File: src/rtl/cpu_sequencer.sv
// cpu_sequencer: multi-cycle fetch/decode/execute control FSM driving datapath strobes and memory handshake
module cpu_sequencer #(
  parameter int MEM_TIMEOUT = 16,
  parameter int CNT_W = 16
) (
  input  logic             CLK,
  input  logic             RST_N,
  input  logic             RUN,
  input  logic [3:0]       IR_OPCODE,
  input  logic             ZERO,
  input  logic             MEM_READY,
  output logic             PC_LD,
  output logic             PC_INC,
  output logic             IR_LD,
  output logic             AR_LD,
  output logic             MEM_RD,
  output logic             MEM_WR,
  output logic             RF_WE,
  output logic             RF_SRC,
  output logic [2:0]       ALU_OP,
  output logic             HALTED,
  output logic             ERR,
  output logic [CNT_W-1:0] INSTR_CNT
);
  localparam int WW = $clog2(MEM_TIMEOUT);
  typedef enum logic [2:0] {IDLE, FETCH, DECODE, EXEC, MEMADDR, MEM, BRANCH, HALT} state_t;
  state_t state;
  logic [3:0] op_q;
  logic [WW-1:0] wt;
  logic fetch, mem, st, ld_done, timeout;
  always_comb begin
    fetch = state == FETCH;
    mem = state == MEM;
    st = op_q == 4'd7;
    ld_done = mem && !st && MEM_READY;
    timeout = wt == WW'(MEM_TIMEOUT - 1) && !MEM_READY;
    PC_LD = state == BRANCH;
    PC_INC = fetch && MEM_READY;
    IR_LD = fetch && MEM_READY;
    AR_LD = state == MEMADDR;
    MEM_RD = fetch || (mem && !st);
    MEM_WR = mem && st;
    RF_WE = state == EXEC || ld_done;
    RF_SRC = ld_done;
    ALU_OP = state == EXEC ? 3'(op_q - 4'd1) : 3'd0;
    HALTED = state == HALT;
  end
  // wt is held at zero outside FETCH/MEM, so every entry to those states starts a fresh count
  always_ff @(posedge CLK) begin
    if (!RST_N) begin
      state <= IDLE;
      op_q <= 4'd0;
      wt <= '0;
      ERR <= 1'b0;
      INSTR_CNT <= '0;
    end else begin
      wt <= '0;
      case (state)
        IDLE: state <= RUN ? FETCH : IDLE;
        FETCH, MEM:
          if (MEM_READY) state <= fetch ? DECODE : FETCH;
          else if (timeout) begin
            state <= HALT;
            ERR <= 1'b1;
          end else wt <= wt + WW'(1);
        DECODE: begin
          op_q <= IR_OPCODE;
          INSTR_CNT <= INSTR_CNT + CNT_W'(1);
          if (IR_OPCODE == 4'd0) state <= FETCH;
          else if (IR_OPCODE <= 4'd5) state <= EXEC;
          else if (IR_OPCODE <= 4'd7) state <= MEMADDR;
          else if (IR_OPCODE == 4'd8) state <= BRANCH;
          else if (IR_OPCODE == 4'd9) state <= ZERO ? BRANCH : FETCH;
          else begin
            state <= HALT;
            ERR <= IR_OPCODE != 4'hF;
          end
        end
        EXEC: state <= FETCH;
        MEMADDR: state <= MEM;
        BRANCH: state <= FETCH;
        default: state <= HALT;
      endcase
    end
  end
endmodule

File: config.mk
export PLATFORM = sky130hd
export DESIGN_NAME = cpu_sequencer
export DESIGN_NICKNAME = d
export VERILOG_FILES = /design/src/rtl/cpu_sequencer.sv
export SDC_FILE = /design/constraint.sdc
export NUM_CORES = 1
export LEC_CHECK = 0
export ABC_AREA = 0
export CAP_MARGIN = 20
export CORE_MARGIN = 4
export CORE_UTILIZATION = 40
export CTS_CLUSTER_DIAMETER = 100
export CTS_CLUSTER_SIZE = 24
export DETAILED_ROUTE_END_ITERATION = 16
export GPL_ROUTABILITY_DRIVEN = 0
export HOLD_SLACK_MARGIN = 0.08
export PLACE_DENSITY = 0.65
export SLEW_MARGIN = 15
export SYNTH_ARGS = -nofsm -noshare
export SYNTH_HDL_FRONTEND = slang
export SYNTH_SLANG_ARGS = --single-unit
File: constraint.sdc
create_clock -name CLK -period 2.9 [get_ports CLK]
set_input_delay 0.58 -clock CLK [delete_from_list [all_inputs] [get_ports CLK]]
set_output_delay 0.58 -clock CLK [all_outputs]
set_load 0.05 [all_outputs]
==> metrics.csv <==
metric;value;unit
pwr/cell area;466.0;mW/mm²
grt met2 use;26.84;%
Fin Setup TNS;0;ps
Synth area leaders;dfxtp_1 39%, nand2_1 6.5%, nor2_1 4.9%, a21oi_1 4.8%, xnor2_1 4.2%;
post-cts sizing count;0;
post-synthesis simple-gate area fraction;31.43;%
layout cells sized above 1;7.109;%
Initial Util;42.31;%
root buffer cell;clkbuf_4;
Worst Tran Pin Value;662.2;ps
DRC;0;
Crit path required time;2320;ps
f_max;370.7;MHz
largest area contributor in the netlist;dfxtp_1;
start of the worst register-to-register path;state[1]$_SDFFE_PN0P_;
Clock Latency Late Sink;320;ps
Post-Synth XOR/XNOR Area;7.273;%
met3 usage;2.463;%
worst-path fanout max;13;
grt peak-use layer;met2;
count of final hold-check violations;0;
CTS Sinks;28;
initial antenna violation count;0;
die height;68.11;µm
Final Slew Violations;0;
sequential power share;49.2;%
WHS Endpoint;wt[0]$_SDFF_PP0_;
Leak Pwr;0.6776;nW
DR iter-0 viols;48;
maximum VDD drop;0.0002444;V
hold path start;wt[0]$_SDFF_PP0_;
type of origin of the critical path;flip-flop;
first-pass GRT wire length;5.692;mm
largest family of logic cells by synthesized area;simple AND/OR/NAND/NOR gates;
total grt overflow;0;
H-tree depth;1;
Post-DRT Antenna Nets;0;
Clock Skew;5.167;ps
vias in the first global route;1315;
Die Width;68.11;µm
Clk pin slew, worst setup/hold paths;150;ps
Synth Net Count;189;
commonest non-fill, non-tap cells in the layout;33 x clkdlybuf4s50_1, 28 x dfxtp_1, 25 x nand2_1;
R2R Path End;INSTR_CNT[12]$_SDFFE_PN0P_;
status;finished clean;
Boundary Pins;38;
die area;0.004638;mm²
core region area;0.003416;mm²
# port buffers;37;
met1 Usage GRT;20.06;%
Max Cap Violations;0;
DP Area;0.001871;mm²
Logic pwr share;29.6;%
Via Count;1345;
max_slew headroom;55.81;%
Pint;0.5882;mW
Synth Cell Area;0.001445;mm²
post-synthesis cell count;176;
CTS tree;built;
synthesis-to-finish area growth;31.95;%
ys flop type;dfxtp_1;
smallest hold slack;463.2;ps
crit path launch;state[0]$_SDFFE_PN0P_;
Compound-Gate Fraction of Synth Area;14.63;%
syn avg cell area;8.211;µm²
post-DP HPWL;2.560;mm
Synth Register Bits;28;
Min Clock Period, post-route;2698;ps
RSZ-0062 raised after global routing;false;
synth unique cells;41;
commonest non-fill, non-tap cell in the layout;clkdlybuf4s50_1;
largest net degree at the start of global routing;23;
final setup fails;0;
GR Util All Layers;15.75;%
Design Area, Final;0.001907;mm²
EDFF count, synth;0;
clock network power share;21.2;%
fin crit share;93.03;%
clock buffer depth;2;
NumNets Final;225;
Switching Power;0.3003;mW
r2r setup slk;860;ps
CP endpoint kind;output port;
total wire length;3.370;mm
Synth warnings;0;
Setup Buffers After CTS;0;
total CTS buffers;3;
hold path depth;1;
critical path arrival;2120;ps
post-synthesis sequential area ratio;38.79;%
Initial DRT Pass Iterations;4;
ys async rst share;0;%
mux contribution to synthesized area;0;%
Reg2Reg Depth;4;
CP Class;flip-flop to output port;
hold crit path type;flip-flop to flip-flop;
Adder-Cell Fraction of Synth Area;3.463;%
ANT cells;0;
Synth top area share;38.79;%
cts hold-fix bufs;0;
Row Count;21;
per-cell routed wire length;13.11;µm
switching share of power;33.80;%
drt via density;5.233;
## registers in the layout (all words and copies together) (netlist names)
name,cells
wt,4
ERR,1
INSTR_CNT,16
op_q,4
state,3
## synthesized netlist by cell type, types with 2 or more instances
master,instances
buf_4,2
xnor2_1,7
nor3b_1,3
or3_1,2
a31oi_1,2
nor3_1,3
o21ai_0,7
nand2b_1,2
o21ai_1,2
nor2_1,19
nand2_1,25
clkbuf_1,5
or4_1,3
xor2_1,5
and4_1,2
nand4_1,4
a21oi_1,14
dfxtp_1,28
ha_1,4
nand4b_1,2
and3_1,3
nand3b_1,2
o31ai_1,3
nand3_1,6
inv_1,5
## through the flow
stage | utilization (%) | setup slack (ps) | total power, mW | std cells
after floorplan | - | 45.29 | 0.6233 | 176
after global placement | 54.76 | 582.9 | 0.7037 | 253
after detailed placement | 54.76 | 522.5 | 0.7119 | 253
after CTS | 55.82 | 182.1 | 0.8967 | 257
after global routing | 55.82 | 56.74 | 0.9407 | 257
final | 55.82 | 202.2 | 0.8885 | 257
## layout make-up
cell class / instances / area, µm²
inverter: 5 / 18.77
clock buffer: 4 / 36.28
multi-input combinational: 135 / 820.8
tap: 46 / 57.56
sequential: 28 / 560.5
timing repair buffer: 39 / 412.9
fill: 339 / 1509
## power groups by stage
| stage | registers (mW) | clock network [mW] | logic (mW) |
|---|---|---|---|
| floorplan | 0.439 | 0 | 0.184 |
| global placement | 0.444 | 0 | 0.260 |
| detailed placement | 0.446 | 0 | 0.266 |
| CTS | 0.438 | 0.193 | 0.266 |
| global route | 0.445 | 0.210 | 0.286 |
| finish | 0.438 | 0.188 | 0.263 |
## worst max-delay path: stages, from the launching register on
cell and delay (ps):
dfxtp_1 570, nand2_1 180, nor3b_1 220, clkdlybuf4s50_1 840
## how the worst max path moves through the flow
stage,endpoint,slack [ps],depth (start not counted)
6_report,MEM_WR,200,3
5_1_grt,ALU_OP[2],60,3
4_1_cts,MEM_WR,180,3
3_5_place_dp,RF_WE,520,4
3_3_place_gp,RF_WE,580,4
2_1_floorplan,PC_INC,50,3
## logic make-up (layout without fill, tap and decap cells)
logic type                 Yosys count  after routing
and+or+nand+nor                     84             84
buffers and inverters               13             48
adders and majority gates            4              4
xor gates and xnor gates            12             12
AOI/OAI and AO/OA                   35             35
DFF                                 28             28
## metal layers
layer,routed length (µm),vias to the layer above
li1,-,685
met1,1612,633
met2,1606,25
met3,127,2
met4,23,0
met5,0,-
(Power assumes the default switching activity.)
